### src/rtl/pdl_pkg.sv
// Shared types and defaults for the programmable pulse delay line.
package pdl_pkg;

  typedef enum logic [1:0] {
    IDLE  = 2'd0,
    DELAY = 2'd1,
    PULSE = 2'd2
  } pdl_state_e;

  localparam int PDL_CW_DEFAULT = 32;

endpackage

### src/rtl/pdl_if.sv
// Trigger/config/strobe bundle between the trigger source and the delay line.
interface pdl_if
  import pdl_pkg::*;
#(
  parameter int CW = PDL_CW_DEFAULT
) ();

  logic          trigger;
  logic [CW-1:0] dl;
  logic [CW-1:0] wb;
  logic          delay_out;

  modport master (output trigger, output dl, output wb, input delay_out);
  modport slave  (input trigger, input dl, input wb, output delay_out);

endinterface

### src/rtl/pdl_edge_det.sv
// Synchronous rising-edge detector; the history flop follows the input even
// during reset so a level held across reset release is not seen as an edge.
module pdl_edge_det
  import pdl_pkg::*;
(
  input  logic clk,
  input  logic reset,
  input  logic din,
  output logic rise
);

  logic din_q;
  logic din_d;

  always_comb begin
    din_d = din;
  end

  always_ff @(posedge clk) begin
    din_q <= din_d;
  end

  assign rise = din & ~din_q & ~reset;

endmodule

### src/rtl/pdl.sv
// Programmable pulse delay line: after an accepted trigger edge, waits dl
// cycles and then drives delay_out high for wb cycles.
module pdl
  import pdl_pkg::*;
#(
  parameter int CW = PDL_CW_DEFAULT
) (
  input  logic   clk,
  input  logic   reset,
  pdl_if.slave   bus
);

  localparam logic [CW-1:0] CNT_ONE = CW'(1);

  pdl_state_e    state_q, state_d;
  logic [CW-1:0] cnt_q, cnt_d;
  logic [CW-1:0] wb_l_q, wb_l_d;
  logic          delay_out_q, delay_out_d;
  logic          trig_rise;

  pdl_edge_det u_edge_det (
    .clk   (clk),
    .reset (reset),
    .din   (bus.trigger),
    .rise  (trig_rise)
  );

  always_comb begin
    state_d     = state_q;
    cnt_d       = cnt_q;
    wb_l_d      = wb_l_q;
    delay_out_d = delay_out_q;
    unique case (state_q)
      IDLE: begin
        if (trig_rise) begin
          wb_l_d = bus.wb;
          // A zero width consumes the event without producing a pulse.
          if (bus.wb != '0) begin
            state_d = DELAY;
            cnt_d   = bus.dl;
          end
        end
      end
      DELAY: begin
        if (cnt_q == '0) begin
          delay_out_d = 1'b1;
          cnt_d       = wb_l_q - CNT_ONE;
          state_d     = PULSE;
        end else begin
          cnt_d = cnt_q - CNT_ONE;
        end
      end
      PULSE: begin
        if (cnt_q == '0) begin
          delay_out_d = 1'b0;
          state_d     = IDLE;
        end else begin
          cnt_d = cnt_q - CNT_ONE;
        end
      end
      default: begin
        state_d     = IDLE;
        delay_out_d = 1'b0;
      end
    endcase
  end

  always_ff @(posedge clk) begin
    if (reset) begin
      state_q     <= IDLE;
      cnt_q       <= '0;
      wb_l_q      <= '0;
      delay_out_q <= 1'b0;
    end else begin
      state_q     <= state_d;
      cnt_q       <= cnt_d;
      wb_l_q      <= wb_l_d;
      delay_out_q <= delay_out_d;
    end
  end

  assign bus.delay_out = delay_out_q;

endmodule

### src/flat_wrapper.sv
// flat-port wrapper written by rule: the top's interface ports become plain ports
module pdl_flat import pdl_pkg::*;
#(
  parameter int CW = PDL_CW_DEFAULT
)
  (clk, reset, bus_trigger, bus_dl, bus_wb, bus_delay_out);
  pdl_if #(.CW(CW)) bus_i ();
  input  logic clk;
  input  logic reset;
  input wire logic [$bits(bus_i.trigger)-1:0] bus_trigger;
  input wire logic [$bits(bus_i.dl)-1:0] bus_dl;
  input wire logic [$bits(bus_i.wb)-1:0] bus_wb;
  output wire logic [$bits(bus_i.delay_out)-1:0] bus_delay_out;
  assign bus_i.trigger = bus_trigger;
  assign bus_i.dl = bus_dl;
  assign bus_i.wb = bus_wb;
  assign bus_delay_out = bus_i.delay_out;
  pdl #(.CW(CW)) u_core (.clk(clk), .reset(reset), .bus(bus_i));
endmodule
### config.mk
export PLATFORM = sky130hd
export DESIGN_NAME = pdl_flat
export DESIGN_NICKNAME = d
export VERILOG_FILES = /design/src/rtl/pdl_pkg.sv /design/src/rtl/pdl_if.sv /design/src/rtl/pdl_edge_det.sv /design/src/rtl/pdl.sv /design/src/flat_wrapper.sv
export SDC_FILE = /design/constraint.sdc
export NUM_CORES = 1
export LEC_CHECK = 0
export CORE_MARGIN = 2
export CORE_UTILIZATION = 50
export CTS_CLUSTER_DIAMETER = 40
export DETAILED_ROUTE_END_ITERATION = 6
export PLACE_DENSITY = 0.79
export SLEW_MARGIN = 25
export SYNTH_ARGS = -nofsm -noshare
export SYNTH_HDL_FRONTEND = slang
export SYNTH_HIERARCHICAL = 1
export SYNTH_SLANG_ARGS = --single-unit
### constraint.sdc
create_clock -name clk -period 4.8 [get_ports clk]
set_input_delay 0.48 -clock clk [delete_from_list [all_inputs] [get_ports clk]]
set_output_delay 0.48 -clock clk [all_outputs]
set_load 0.05 [all_outputs]
==> impl_results.md <==
- Status: completed
- Most frequent cell after synthesis: nand2_1
- Largest area contributor in the netlist: dfxtp_1
- Skew final: 0.00666 ns
- Worst-Skew Late Latency: 0.36 ns
- Worst Tran Pin Value: 0.999 ns
- Max H-tree Level: 3
- Global-route wire length before repair: 19,900 um
- Setup slack after layout: 1.49 ns
- Simple-Gate Fraction of Synth Area: 0.316
- N_diodes: 0
- Layout cells sized above 1: 0.0729
- Synth top area cells: dfxtp_1 (31%), nand2_1 (7.4%), xnor2_1 (6.5%), a21oi_1 (5.7%), nor2_1 (4.6%)
- Req. time, crit path: 5.02 ns
- Peak supply drop: 0.251 mV
- Cell Chain, Critical Path: or4_1, nor3_1, nand4_1, a21oi_1, o21ai_0, a211oi_1, nor4_1
- Mapped cell area: 4330 um2
- Vias in the first global route: 4,120
- CTS buffer count: 9
- Via density: 6.13
- Startpoint types: flip-flop
- CP Capture Type: flip-flop
- Min cycle time layout: 3.31 ns
- Antenna viol nets, final: 0
- PortBufs: 67
- Combinational family with the most area after synthesis: simple AND/OR/NAND/NOR gates
- DR vias: 4,512
- Post-synthesis adder-cell area fraction: 0.0173
- CP Max Fanout: 12
- CP arrival: 3.52 ns
- Main synth FF type: dfxtp_1
- Core area: 8300 um2
- EDFF count, synth: 0
- Distinct cell type count after synthesis: 59
- Max Root-Sink Buffers: 2
- Xor and xnor fraction of the mapped netlist area: 0.105
- Largest net degree at the start of global routing: 65
- Grt ovf: 0
- Multiplexer share of the synthesized area: 0.00462
- Tightest Hold Check Type: flip-flop to flip-flop
- Final hold vios: 0
- # clock sinks: 68
- Delay-heaviest family, CP: simple AND/OR/NAND/NOR gates
- Area Overhead vs Synth: 21.5%
- Post-Synthesis Cells: 581
- Syn. warnings: 6
- Fin crit share: 0.689
- Net Count, Synth: 654
- Design Power: 1.68 mW
- Delay of the slowest critical-path stage: 0.85 ns
- Synth top cells by count: nand2_1 (86), dfxtp_1 (68), nor2_1 (53)
- All-Layer GR Usage: 0.256
- Worst relative slew slack: 0.334
- CTS clk-pin slew, worst paths: 0.08 ns
- Wire per inst: 16.8 um
- DPL Wire Length: 8560 um
- Number of max-cap violations: 0
- Unrepaired setup endpoints after global routing: no
- Slowest stage cell, crit path: a21oi_1
- FP Rows: 33
- Cts hold-fix bufs: 0
- PostCTS Resize Cnt: 0
- Postcts setup bufs: 0
- Sequential fraction of the synthesis area: 0.314
- Initial Utilization: 0.522
- Compound-Gate Fraction of Synth Area: 0.196
- Synth async-reset ratio: 0
- Wire length after detailed routing: 12,300 um
- Leak Pwr: 1.83 nW
- Fill cells: 719
- WS Path Type: flip-flop to flip-flop
- Max frequency: 0.302 GHz
- Die Ht: 97.1 um
- Die width: 97.1 um
- Root Buffer: clkbuf_8
- IO Count: 68
- GPL Wtd Cong: 0.892
- Final-stage net count: 699
- Final core occ: 0.635
- Die area: 9430 um2
- Initial antenna violation count: 0
- Setup TNS: 0 ns
- Synth Register Bits: 68
- Drt first pass iters: 5
- CTS tree: done
- Syn_area_per_cell: 7.46 um2
- DR iter-0 viols: 471
- Setup Viol. Count Final: 0
- Pre-CTS setup slack: 1.61 ns
- PD cells: 320 nW/um2
- Max-slew violations: 0
- CP bufs+invs: 0
- DRC: 0
- Post-synth top area share: 0.314
worst reg2reg max path, cell delays in order, from the launching register on:
cell	delay (ns)
dfxtp_1	0.35
or4_1	0.57
nor3_1	0.33
nand4_1	0.53
a21oi_1	0.85
o21ai_0	0.21
a211oi_1	0.24
nor4_1	0.08
flip-flops by register name, indices dropped and copies added (netlist names):
register and count:
u_core/cnt_q 32, u_core/wb_l_q 32, u_core/state_q 2, u_core/bus.delay_out 1
u_core/u_edge_det/din_q 1
cell usage in the layout (no fill, tap or decap), types with 3 or more instances in the layout:
cell | netlist | final
nand4_1 | 12 | 12
o211ai_1 | 5 | 5
or3_1 | 14 | 14
xor2_1 | 20 | 20
nor4_1 | 26 | 26
nand3_1 | 19 | 19
nor2b_1 | 3 | 3
a211oi_1 | 23 | 22
or4_1 | 7 | 7
a311oi_1 | 4 | 4
o21ai_0 | 17 | 17
buf_4 | 0 | 8
ha_1 | 6 | 6
clkdlybuf4s50_1 | 0 | 66
or2_2 | 5 | 5
a211o_1 | 3 | 3
o22ai_1 | 3 | 3
clkbuf_8 | 0 | 10
inv_6 | 0 | 3
xnor2_1 | 32 | 32
nor3_1 | 28 | 28
inv_1 | 7 | 7
nor2_1 | 53 | 53
nand2_1 | 86 | 86
a21oi_1 | 49 | 49
o2111ai_1 | 3 | 3
or4_4 | 5 | 5
dfxtp_1 | 68 | 68
layout make-up:
| class | instances | area, um2 | share of cell area |
|---|---|---|---|
| inverter | 9 | 33.8 | 0.00641 |
| timing repair buffer | 75 | 726 | 0.138 |
| clock inverter | 6 | 93.8 | 0.0178 |
| clock buffer | 10 | 138 | 0.0261 |
| tap | 105 | 131 | 0.0249 |
| multi-input combinational | 463 | 2780 | 0.528 |
| sequential | 68 | 1360 | 0.258 |
per-layer routing:
layer | vias to the layer above | routed length, um | share of wire | track usage
li1 | 2203 | - | - | -
met1 | 2066 | 5490 | 0.44 | 0.346
met2 | 221 | 5550 | 0.45 | 0.400
met3 | 22 | 1140 | 0.093 | 0.0662
met4 | 0 | 168 | 0.014 | 0.0834
met5 | - | 0 | 0 | 0
logic make-up after synthesis:
| group | count (synthesis) |
|---|---|
| fa+ha+maj | 6 |
| mux | 2 |
| xor+xnor | 52 |
| simple gates | 273 |
| buf+inv | 50 |
| flops | 68 |
| compound gates | 130 |
metrics by stage:
stage	instance area [um2]	hold slack (ns)	instances
3_5_place_dp	5030	0.471	720
6_report	5270	0.480	736
5_1_grt	5270	0.512	736
3_3_place_gp	5030	0.465	720
2_1_floorplan	4330	0.448	581
4_1_cts	5270	0.483	736
power breakdown:
group | switching (mW) | leakage, nW | total, mW | internal (mW)
clock network | 0.247 | 0.114 | 0.559 | 0.312
registers | 0.0359 | 0.555 | 0.630 | 0.594
logic | 0.278 | 1.16 | 0.495 | 0.218
worst paths after layout:
check | from | to | slack, ns | cells past startpoint
max | u_core/cnt_q[23]$_SDFFE_PP0P_ | u_core/cnt_q[23]$_SDFFE_PP0P_ | 1.49 | 7
min | u_core/wb_l_q[31]$_SDFFE_PP0P_ | u_core/wb_l_q[31]$_SDFFE_PP0P_ | 0.48 | 2
min reg2reg | u_core/wb_l_q[31]$_SDFFE_PP0P_ | u_core/wb_l_q[31]$_SDFFE_PP0P_ | 0.48 | 2
max reg2reg | u_core/cnt_q[23]$_SDFFE_PP0P_ | u_core/cnt_q[23]$_SDFFE_PP0P_ | 1.49 | 7
Power figures use the tool's default switching activity.
